File: config.mk
export PLATFORM = sky130hd
export DESIGN_NAME = crt_att_fifo
export DESIGN_NICKNAME = d
export VERILOG_FILES = /design/src/rtl/vga_pkg.sv /design/src/rtl/crt_fifo_ram.sv /design/src/rtl/crt_att_fifo.sv
export SDC_FILE = /design/constraint.sdc
export NUM_CORES = 1
export LEC_CHECK = 0
export ABC_AREA = 1
export CORE_MARGIN = 2
export CORE_UTILIZATION = 55
export DETAILED_ROUTE_END_ITERATION = 10
export PLACE_DENSITY = 0.72
export SYNTH_ARGS = -nofsm -noshare
export SYNTH_HDL_FRONTEND = slang
export SYNTH_HIERARCHICAL = 1
export SYNTH_SLANG_ARGS = --single-unit
File: constraint.sdc
create_clock -name t_crt_clk -period 9 [get_ports t_crt_clk]
set_input_delay 0.9 -clock t_crt_clk [delete_from_list [all_inputs] [get_ports t_crt_clk]]
set_output_delay 0.9 -clock t_crt_clk [all_outputs]
set_load 0.02 [all_outputs]
File: src/rtl/vga_pkg.sv
// Shared definitions for the CRT display pipeline: word width of the
// attribute FIFO and the refill-request state encoding.
package vga_pkg;

  localparam int CRT_FIFO_WIDTH = 37;

  typedef enum logic {
    REQ_IDLE = 1'b0,
    REQ_FILL = 1'b1
  } req_state_e;

endpackage : vga_pkg

File: src/rtl/crt_fifo_ram.sv
// Storage array for the CRT attribute FIFO: one synchronous write port,
// one asynchronous read port. The contents are only meaningful below the
// occupancy tracked by the owning FIFO.
module crt_fifo_ram #(
  parameter int DEPTH = 16,
  parameter int WIDTH = 37,
  localparam int AW   = $clog2(DEPTH)
) (
  input  logic             clk,
  input  logic             we,
  input  logic [AW-1:0]    waddr,
  input  logic [WIDTH-1:0] wdata,
  input  logic [AW-1:0]    raddr,
  output logic [WIDTH-1:0] rdata
);

  logic [WIDTH-1:0] mem [DEPTH];

  // Write port.
  // NOTE: the array has no reset; every entry is written before the level
  // counter lets it be read, so clearing it would only cost flops and fanout.
  always_ff @(posedge clk) begin
    if (we) mem[waddr] <= wdata;
  end

  assign rdata = mem[raddr];

endmodule : crt_fifo_ram

File: src/rtl/crt_att_fifo.sv
// CRT-clock FIFO buffering 37-bit attribute/pixel words from display memory.
// Presents a registered head word to the serializer, pops one word per
// serializer load, keeps a hysteresis refill request toward the memory
// arbiter and raises sticky underflow/overflow debug flags.
module crt_att_fifo
  import vga_pkg::*;
#(
  parameter int DEPTH   = 16,
  parameter int WIDTH   = CRT_FIFO_WIDTH,
  parameter int LOW_WM  = 4,
  parameter int HIGH_WM = 12,
  localparam int AW     = $clog2(DEPTH),
  localparam int LW     = $clog2(DEPTH + 1)
) (
  input  logic             t_crt_clk,
  input  logic             h_reset_n,
  input  logic             m_wr_en,
  input  logic [WIDTH-1:0] m_wr_data,
  input  logic             c_flush,
  input  logic             c_shift_clk,
  input  logic             c_shift_ld,
  input  logic             c_req_en,
  input  logic             clr_err,
  output logic [WIDTH-1:0] m_att_data,
  output logic             m_fifo_req,
  output logic             fifo_empty,
  output logic             fifo_full,
  output logic [LW-1:0]    fifo_level,
  output logic             fifo_unf,
  output logic             fifo_ovf
);

  localparam logic [LW-1:0] FULL_LVL = LW'(DEPTH);
  localparam logic [LW-1:0] LOW_LVL  = LW'(LOW_WM);
  localparam logic [LW-1:0] HIGH_LVL = LW'(HIGH_WM);

  logic [AW-1:0]    rd_ptr, wr_ptr;
  logic [AW-1:0]    rd_ptr_nxt, wr_ptr_nxt;
  logic [LW-1:0]    level_nxt;
  logic [WIDTH-1:0] head_nxt;
  logic [WIDTH-1:0] ram_rdata;
  logic             pop, push_ok, pop_ok, unf_hit, ovf_hit;
  req_state_e       state, state_nxt;

  // Flush overrides everything; a pop only counts when there is a word to
  // take, and a push into a full FIFO only lands when a pop frees a slot.
  assign pop     = c_shift_clk & c_shift_ld;
  assign pop_ok  = pop & ~c_flush & (fifo_level != '0);
  assign push_ok = m_wr_en & ~c_flush & ((fifo_level != FULL_LVL) | pop);
  assign unf_hit = pop & ~c_flush & (fifo_level == '0);
  assign ovf_hit = m_wr_en & ~pop & ~c_flush & (fifo_level == FULL_LVL);

  // Read port looks at the head slot as it will be after this cycle's pop.
  crt_fifo_ram #(
    .DEPTH (DEPTH),
    .WIDTH (WIDTH)
  ) u_ram (
    .clk   (t_crt_clk),
    .we    (push_ok),
    .waddr (wr_ptr),
    .wdata (m_wr_data),
    .raddr (rd_ptr_nxt),
    .rdata (ram_rdata)
  );

  // Next pointers, occupancy and head word.
  // NOTE: every signal assigned here gets a default first, so no path can
  // leave it unassigned and infer a latch.
  always_comb begin
    rd_ptr_nxt = rd_ptr;
    wr_ptr_nxt = wr_ptr;
    level_nxt  = fifo_level;
    head_nxt   = '0;
    if (c_flush) begin
      rd_ptr_nxt = '0;
      wr_ptr_nxt = '0;
      level_nxt  = '0;
    end else begin
      if (pop_ok)  rd_ptr_nxt = rd_ptr + AW'(1);
      if (push_ok) wr_ptr_nxt = wr_ptr + AW'(1);
      case ({push_ok, pop_ok})
        2'b10:   level_nxt = fifo_level + LW'(1);
        2'b01:   level_nxt = fifo_level - LW'(1);
        default: level_nxt = fifo_level;
      endcase
    end
    // The word written this cycle becomes the head only when it lands in an
    // otherwise empty FIFO; the array cannot show it yet, so bypass it.
    if (level_nxt == '0)                      head_nxt = '0;
    else if (push_ok && level_nxt == LW'(1))  head_nxt = m_wr_data;
    else                                      head_nxt = ram_rdata;
  end

  // Pointers, occupancy, status and the registered head word.
  // NOTE: sequential state uses non-blocking assignments so every flop
  // samples pre-edge values regardless of statement order.
  always_ff @(posedge t_crt_clk or negedge h_reset_n) begin
    if (!h_reset_n) begin
      rd_ptr     <= '0;
      wr_ptr     <= '0;
      fifo_level <= '0;
      fifo_empty <= 1'b1;
      fifo_full  <= 1'b0;
      m_att_data <= '0;
      fifo_unf   <= 1'b0;
      fifo_ovf   <= 1'b0;
    end else begin
      rd_ptr     <= rd_ptr_nxt;
      wr_ptr     <= wr_ptr_nxt;
      fifo_level <= level_nxt;
      fifo_empty <= (level_nxt == '0);
      fifo_full  <= (level_nxt == FULL_LVL);
      m_att_data <= head_nxt;
      // A new error in the same cycle as clr_err keeps the flag set.
      fifo_unf   <= unf_hit | (fifo_unf & ~clr_err);
      fifo_ovf   <= ovf_hit | (fifo_ovf & ~clr_err);
    end
  end

  // Request FSM state register.
  always_ff @(posedge t_crt_clk or negedge h_reset_n) begin
    if (!h_reset_n) state <= REQ_IDLE;
    else            state <= state_nxt;
  end

  // Request FSM next state: hysteresis between the low and high watermarks.
  always_comb begin
    state_nxt = state;
    case (state)
      REQ_IDLE: if (c_req_en && !c_flush && level_nxt <= LOW_LVL) state_nxt = REQ_FILL;
      REQ_FILL: if (c_flush || !c_req_en || level_nxt >= HIGH_LVL) state_nxt = REQ_IDLE;
      default:  state_nxt = REQ_IDLE;
    endcase
  end

  // Request FSM output, decoded straight from the state flop.
  always_comb begin
    m_fifo_req = (state == REQ_FILL);
  end

endmodule : crt_att_fifo

==> impl_metrics.ini, run 1 <==
[outcome]
status = finished, final reports clean

[sta]
fin_worst_skew_ns = 0.01289
hold_slack_ns = 0.5033
max_freq_mhz = 211.9
setup_tns_ns = 0
hold_violations = 0
worst_pin_slew_ns = 1.297
setup_violations = 0
min_period_over_period_pct = 52.44
drv_slew = 0
rsz0062_at_grt = false
relSlewSlack_pct = 13.41
post-route-min-period_ns = 4.720

[synthesis]
synthFlopType = edfxtp_1
avgSynthCellArea_um2 = 10.18
syn_nets = 2841
ys_types = 34
async_flop_share_pct = 8.501
ys_ff_latch = 647
syn_area_mm2 = 0.02841
yosysWarningCount = 6
postSynthCellCount = 2792
synth_seq_area_share_pct = 67.42
synth_enable_flop_cells = 592

[critical_path]
cp-startpoint = c_flush
crit_path_frequent_cell = nand2_1
required_ns = 9.49
cp_slowest_stage_delay_ns = 0.96
crit_chain = clkdlybuf4s50_1 > nor2_1 > nand2_2 > inv_2 > nand2_1 > nand2_1 > inv_8 > inv_8 > buf_4 > nand2_1 > nand3_1 > nand3_1 > nand3_1 > nand2_1 > nor2_1 > nor2_1
path_max_fanout = 199
critPathKind = in2reg
start_kind = primary input
r2r-start = fifo_level[1]
r2r_slack_ns = 4.73
critical_path_arrival_ns = 5.21
endpoint_kind = register
worst_path_max_delay_cell = buf_4

[routing]
drc_errors = 0
wl_per_cell_um = 19.42
num_vias = 19410
ant_nets = 0
drtPass1Iterations = 7
avgViaCountPerCell = 5.427
drtIter0Drc = 2283
routed_wl_um = 69450

[place]
io_buffers = 91
gp_congestion = 0.8101
dp_hpwl_um = 31970

[floorplanning]
num_rows = 83
die-area_mm2 = 0.05349
initial_core_util_pct = 55.50
io_pins = 92
die_h_um = 231.3
core_mm2 = 0.05120
fp.dieW_um = 231.3

[clocking]
post_cts_resized = 0
cts_tree = yes
htree_levels = 3
ctsRootBufferMaster = clkbuf_16
numCtsBuffers = 67
clkTransAtPathRegs_ns = 0.06
cts_sinks = 647
ctsHoldBuffers = 0
cts_buffer_depth = 3
insertion_delay_ns = 0.59
postCtsSetupRepairBufs = 0

[power]
p_leak_nw = 13.55
powerDensity_mw_per_mm2 = 215.8
vdd_drop_max_mv = 0.1284
power_mw = 6.834

[global_routing]
antenna_found_initial = 3
grt_pass1_vias = 18670
grt-ovfl-total = 0
grt_max_degree = 200
grt_first_pass_wirelength_um = 106000
grt_usage_pct = 26.28

[cells_and_area]
layout-drive-gt1-share_pct = 5.732
final_nets = 2893
mostFrequentLayoutCells = nand2_1 (850), edfxtp_1 (592), inv_1 (509)
fillerInstances = 3872
area_growth_pct = 11.48
layout_commonest_cell = nand2_1

[run]
drv_cap = 0

[worst_hold_path]
hp-class = in2async
[final cells by class]
| type | instances | area [µm²] | area share [%] |
|---|---|---|---|
| sequential | 647 | 19150 | 60.48 |
| multi-input combinational | 1491 | 6568 | 20.74 |
| inverter | 517 | 1958 | 6.182 |
| clock buffer | 97 | 1829 | 5.775 |
| timing repair buffer | 120 | 1139 | 3.595 |
| tap | 680 | 850.8 | 2.686 |
| clock inverter | 24 | 171.4 | 0.5412 |
| antenna | 1 | 2.502 | 0.007901 |
[critical path, delay by kind of cell]
family / cells / cell delay, ns
and+or+nand+nor: 11 / 1.36
buffers and inverters: 5 / 2.87
[path summary, 6_finish.rpt]
path	to	depth (start not counted)
worst min register to register	fifo_ovf	2
max in group asynchronous	m_att_data[29]	1
min in group t_crt_clk	fifo_ovf	2
worst min-delay path	m_att_data[36]	1
worst max-delay path	m_att_data[35]	16
worst max register to register	m_att_data[35]	16
[registers in the layout, indices dropped and copies added (netlist names)]
| register | count |
|---|---|
| fifo_empty | 1 |
| m_att_data | 37 |
| rd_ptr | 4 |
| fifo_full | 1 |
| fifo_level | 5 |
| fifo_ovf | 1 |
| u_ram/mem | 592 |
| fifo_unf | 1 |
| m_fifo_req | 1 |
| wr_ptr | 4 |
[layer usage]
metal  up-vias  GRT usage (%)  routed length [µm]  share of wire, %
li1       9052              -                   -                 -
met5         -              0                  25             0.036
met4         4          10.06                1837               2.6
met2       956          44.11               33680                48
met1      9255          33.89               26730                38
met3       146          5.192                7180                10
[synth_stat cells (all sizes together), types with 4 or more instances]
master / n / area share (%)
o21ai: 6 / 0.11
a21oi: 9 / 0.18
dfrtp: 54 / 4.8
nor2: 103 / 1.4
nand2: 857 / 11
buf: 122 / 3.0
nor3: 4 / 0.070
clkbuf: 15 / 0.20
edfxtp: 592 / 63
inv: 517 / 6.8
nand3: 496 / 8.8
ha: 4 / 0.18
[where the power goes]
part	leakage (nW)	internal, mW	switching [mW]
Clock	0.979	1.45	1.11
Combinational	6.53	0.283	0.580
Sequential	6.04	3.37	0.0427
[per-stage QoR]
step	std cells	setup WS, ns	util [%]	area (µm²)
2_1_floorplan	2792	5.411	-	28410
4_1_cts	3576	4.362	61.86	31670
3_3_place_gp	3455	3.896	57.95	29670
5_1_grt	3577	3.905	61.86	31670
6_report	3577	4.280	61.86	31670
3_5_place_dp	3455	3.748	57.95	29670
[cells by family after synthesis]
group | share of synthesized area (%)
adder cells (fa/ha/maj) | 0.1762
buffers and inverters | 10.01
XOR/XNOR | 0.1233
AO/OA/AOI/OAI | 0.4183
flip-flops | 67.42
AND/OR/NAND/NOR | 21.85
No activity file was read; power rests on OpenSTA's default activity.
==> run 2, diff against run 1 <==
- PLACE_DENSITY: 0.72 -> 0.74
- clock period: 9 -> 4.2 ns (I/O delays scaled with it)
==> run 2 against run 1 <==
Net effect: critical path depth is 1 lower; via count increased by 1.6%; sequential power increased by 120%; non-clock buffer count up 17; first-iteration DRC count grew 6.4%; global-route usage shrank 0.11 points; power rose by 120%; combinational power increased by 120%; largest power group unchanged; highest routed layer unchanged.
==> impl_metrics.ini, run 2 (synthesis gave the netlist of run 1 again) <==
[power]
p_sw_mw = 3.807
intPower_mw = 11.37
power_mw = 15.17
clockPowerShare_pct = 39.2
p_sw_share_pct = 25.09
vdd_drop_max_mv = 0.2502
powerDensity_mw_per_mm2 = 469.6
seqPwrFrac_pct = 48.5
share_comb_of_total_power_pct = 12.3
p_leak_nw = 13.81

[sta]
rsz0062_at_grt = false
worst_pin_slew_ns = 0.9805
hold_violations = 0
fin_worst_skew_ns = 0.03083
setup_violations = 0
hold_slack_ns = 0.4161
drv_slew = 0
relSlewSlack_pct = 34.63
min_period_over_period_pct = 82.52
setup_tns_ns = 0
post-route-min-period_ns = 3.466
max_freq_mhz = 288.5
setup_ws_ns = 0.7343

[global_routing]
grt_pass1_vias = 19210
grt_max_degree = 182
grt_usage_pct = 26.17
antenna_found_initial = 2
grt_first_pass_wirelength_um = 106500
grt-ovfl-total = 0

[routing]
drc_errors = 0
wl_per_cell_um = 19.26
ant_nets = 0
drtPass1Iterations = 6
routed_wl_um = 69240
drtIter0Drc = 2428
avgViaCountPerCell = 5.489
num_vias = 19730

[critical_path]
required_ns = 4.67
critPathKind = reg2reg
start_kind = register
endpoint_kind = register
critical_path_arrival_ns = 3.94
path_max_fanout = 22
r2r_slack_ns = 0.73

[place]
gp_congestion = 0.8583
dp_hpwl_um = 36300
place_area_mm2 = 0.03007
placed_cells = 3471
post-place-ws_ns = 0.4476
io_buffers = 91

[cells_and_area]
layout-drive-gt1-share_pct = 6.658
regMostFlops = u_ram/mem
area_growth_pct = 13.72
final_nets = 2910
fin_area_mm2 = 0.03231
fillerInstances = 3736
largest_reg_flops = 592
mostFrequentLayoutCells = nand2_1 (850), edfxtp_1 (592), inv_1 (509)
fin_cells = 3595
final_util_pct = 63.11
top_regs = u_ram/mem x592, m_att_data x37, fifo_level x5
layout_commonest_cell = nand2_1

[floorplanning]
core_mm2 = 0.05120
initial_core_util_pct = 55.50
fp.dieW_um = 231.3
die_h_um = 231.3
num_rows = 83
io_pins = 92
die-area_mm2 = 0.05349

[worst_hold_path]
hp-class = in2reg

[clocking]
cts_sinks = 647
htree_levels = 3
ctsRootBufferMaster = clkbuf_16
numCtsBuffers = 67
ctsHoldBuffers = 1
cts_tree = yes
postCtsSetupRepairBufs = 0
cts_buffer_depth = 3
post_cts_resized = 0
clkTransAtPathRegs_ns = 0.06
insertion_delay_ns = 0.61

[run]
drv_cap = 0

[outcome]
status = finished, final reports clean
## run 2: changes by cell type in the layout (fill, tap and decap cells not counted), sizes merged
cell         previous run  this run
dlygate4sd3             0         1
clkinvlp                1         6
inv                   525       519
clkinv                 14        16
bufinv                  1         5
clkbuf                 97        93
buf                    30        46
## run 2: worst max-delay path, stage by stage, from the launching register on
cell	delay [ns]
dfrtp_1	0.48
nor2_2	0.16
nand2_1	0.10
o21bai_2	0.39
nand3_1	0.17
nand2_1	0.11
inv_1	0.07
ha_1	0.20
a21oi_1	0.22
xnor2_1	0.19
a21oi_2	0.14
a21oi_4	0.15
nand3_2	0.44
buf_12	0.36
nand2_1	0.09
nor2_1	0.05
## run 2: worst paths after layout
| path | startpoint | end | cells past startpoint |
|---|---|---|---|
| worst max-delay path | fifo_level[1] | m_att_data[2] | 15 |
| worst min-delay path | clr_err | fifo_unf | 2 |
| worst max register to register | fifo_level[1] | m_att_data[2] | 15 |
| worst min register to register | fifo_ovf | fifo_ovf | 2 |
| max in group asynchronous | h_reset_n | m_att_data[25] | 2 |
| min in group asynchronous | h_reset_n | m_att_data[14] | 2 |
## run 2: metal layers
| layer | GRT usage, % | part of all wire, % |
|---|---|---|
| met5 | 0 | 0.019 |
| met4 | 10.95 | 3.4 |
| met3 | 4.269 | 9.1 |
| met2 | 43.12 | 48 |
| met1 | 34.71 | 39 |
## run 2: final cells by class
cell class              instances  area (µm²)  share of cell area (%)
flip-flops and latches        647       19150                   59.28
multi-input cells            1491        6568                   20.33
inverters                     517        1958                   6.061
clock buffers                  93        1908                   5.906
repair buffers                137        1544                   4.779
well taps                     680       850.8                   2.633
clock inverters                29       324.1                   1.003
diodes                          1       2.502                0.007745
## run 2: power groups by stage
stage | clock [mW] | sequential [mW] | combinational (mW)
3_5_place_dp | 0 | 7.48 | 1.85
5_1_grt | 6.29 | 7.36 | 2.05
4_1_cts | 6.01 | 7.35 | 1.87
2_1_floorplan | 0 | 7.56 | 1.06
3_3_place_gp | 0 | 7.49 | 1.80
6_report | 5.95 | 7.35 | 1.87
==> run 3, diff against run 2 <==
- PLACE_DENSITY: 0.74 -> 0.72
- clock period: 4.2 -> 3.26 ns (I/O delays scaled with it)
==> run 3 against run 2 <==
Net effect: worst setup slack worse by 0.41 ns; critical endpoint is now m_att_data[5]; global-route usage increased by 0.14 points; sequential power increased by 29%.
==> impl_metrics.ini, run 3 (synthesis gave the netlist of run 1 again) <==
[routing]
drtPass1Iterations = 6
wl_per_cell_um = 19.42
drc_errors = 0
num_vias = 19560
ant_nets = 0
routed_wl_um = 70000
avgViaCountPerCell = 5.426
drtIter0Drc = 2212

[critical_path]
start_kind = register
critPathKind = reg2reg
crit_path_frequent_cell = nand2_1
critical_path_arrival_ns = 3.41
crit_chain = nor2_2 > nand3_2 > nand2_2 > inv_2 > nand2_2 > nand2_1 > nand2_1 > inv_1 > ha_1 > a21oi_1 > nor2_1 > nand2_1 > nand2_1 > nand2_1 > nand3_2 > nand2_4 > nand2_4 > inv_2 > buf_4 > nand3_1 > nand2_1 > nor2_1
endpoint_kind = register
path_max_fanout = 17
worst_path_max_delay_cell = dfrtp_1
cp_slowest_stage_delay_ns = 0.47
required_ns = 3.73

[power]
power_mw = 19.69
powerDensity_mw_per_mm2 = 603.1
vdd_drop_max_mv = 0.3075
p_leak_nw = 13.96

[cells_and_area]
area_growth_pct = 14.92
top_regs = u_ram/mem x592, m_att_data x37, fifo_level x5
regArea_mm2 = 0.01915
largest_reg_flops = 592
final_nets = 2920
layout_commonest_cell = nand2_1
regMostFlops = u_ram/mem
layout-drive-gt1-share_pct = 6.842
multi_input_area_mm2 = 0.006568
fin_cells = 3604
fillerInstances = 3730
mostFrequentLayoutCells = nand2_1 (850), edfxtp_1 (592), inv_1 (509)

[sta]
post-route-min-period_ns = 2.940
setup_tns_ns = 0
worst_pin_slew_ns = 0.9686
min_period_over_period_pct = 90.20
rsz0062_at_grt = false
drv_slew = 0
setup_violations = 0
hold_violations = 0
fin_worst_skew_ns = 0.02070
max_freq_mhz = 340.1
setup_ws_ns = 0.3196
relSlewSlack_pct = 35.42

[global_routing]
antenna_found_initial = 2
grt_pass1_vias = 18730
grt_first_pass_wirelength_um = 106200
grt-ovfl-total = 0
grt_usage_pct = 26.30
grt_max_degree = 124

[place]
dp_hpwl_um = 34530
io_buffers = 91
placed_cells = 3482
post-place-ws_ns = 0.08054
gp_congestion = 0.8118

[clocking]
cts_tree = yes
htree_levels = 3
post_cts_resized = 0
cts_buffer_depth = 3
clkTransAtPathRegs_ns = 0.06
cts_sinks = 647
insertion_delay_ns = 0.59
numCtsBuffers = 66
ctsRootBufferMaster = clkbuf_16

[outcome]
status = finished, final reports clean

[floorplanning]
core_mm2 = 0.05120
num_rows = 83
fp.dieW_um = 231.3
io_pins = 92
die_h_um = 231.3
initial_core_util_pct = 55.50
die-area_mm2 = 0.05349

[worst_hold_path]
hp-class = in2reg

[run]
drv_cap = 0
## run 3: cell types whose count changed in the layout (fill, tap and decap cells not counted), sizes merged
cell / before / now
buf: 46 / 57
clkinv: 16 / 15
bufinv: 5 / 7
clkinvlp: 6 / 3
## run 3: final cells by class
| type | instances | share of cell area, % |
|---|---|---|
| diodes | 1 | 0.007664 |
| clock buffers | 93 | 5.940 |
| clock inverters | 27 | 0.9618 |
| inverters | 517 | 5.997 |
| multi-input cells | 1491 | 20.11 |
| flip-flops and latches | 647 | 58.66 |
| well taps | 680 | 2.606 |
| repair buffers | 148 | 5.710 |
## run 3: worst max-delay path: cells and delay by family (launching register included)
family | cells | cell delay, ns
flops | 1 | 0.47
simple gates | 16 | 1.43
buf+inv | 4 | 0.51
fa+ha+maj | 1 | 0.17
compound gates | 1 | 0.21
## run 3: path summary, 6_finish.rpt
kind,from,endpoint,slack (ns),cells past startpoint
worst min-delay path,clr_err,fifo_ovf,0.34,2
min in group asynchronous,h_reset_n,m_att_data[15],0.44,2
worst max register to register,fifo_level[1],m_att_data[5],0.32,22
worst min register to register,fifo_ovf,fifo_ovf,0.52,2
max in group asynchronous,h_reset_n,m_att_data[25],2.20,2
worst max-delay path,fifo_level[1],m_att_data[5],0.32,22
## run 3: repair_timing
action / 4_1_cts / 5_1_grt
buffers inserted: 0 / 0
hold buffers: 1 / 0
hold endpoints to repair: 54 / 0
## run 3: through the flow
| step | area [µm²] | util (%) | hold WS [ns] |
|---|---|---|---|
| 6_report | 32650 | 63.77 | 0.3353 |
| 5_1_grt | 32650 | 63.77 | 0.3355 |
| 4_1_cts | 32650 | 63.77 | 0.3086 |
| 3_5_place_dp | 30390 | 59.35 | 0.5135 |
| 3_3_place_gp | 30390 | 59.35 | 0.5102 |
| 2_1_floorplan | 28410 | - | 0.03041 |
## run 3: power by group
group	total, mW	internal [mW]	switching (mW)
combinational	2.46	0.871	1.59
sequential	9.45	9.29	0.161
clock	7.78	4.71	3.07
total	19.7	14.9	4.82
## run 3: metal layers
layer	track usage, %	wire length, µm
met5	0	16
met4	10.97	2467
met3	4.343	6532
met2	42.58	33220
met1	35.56	27760
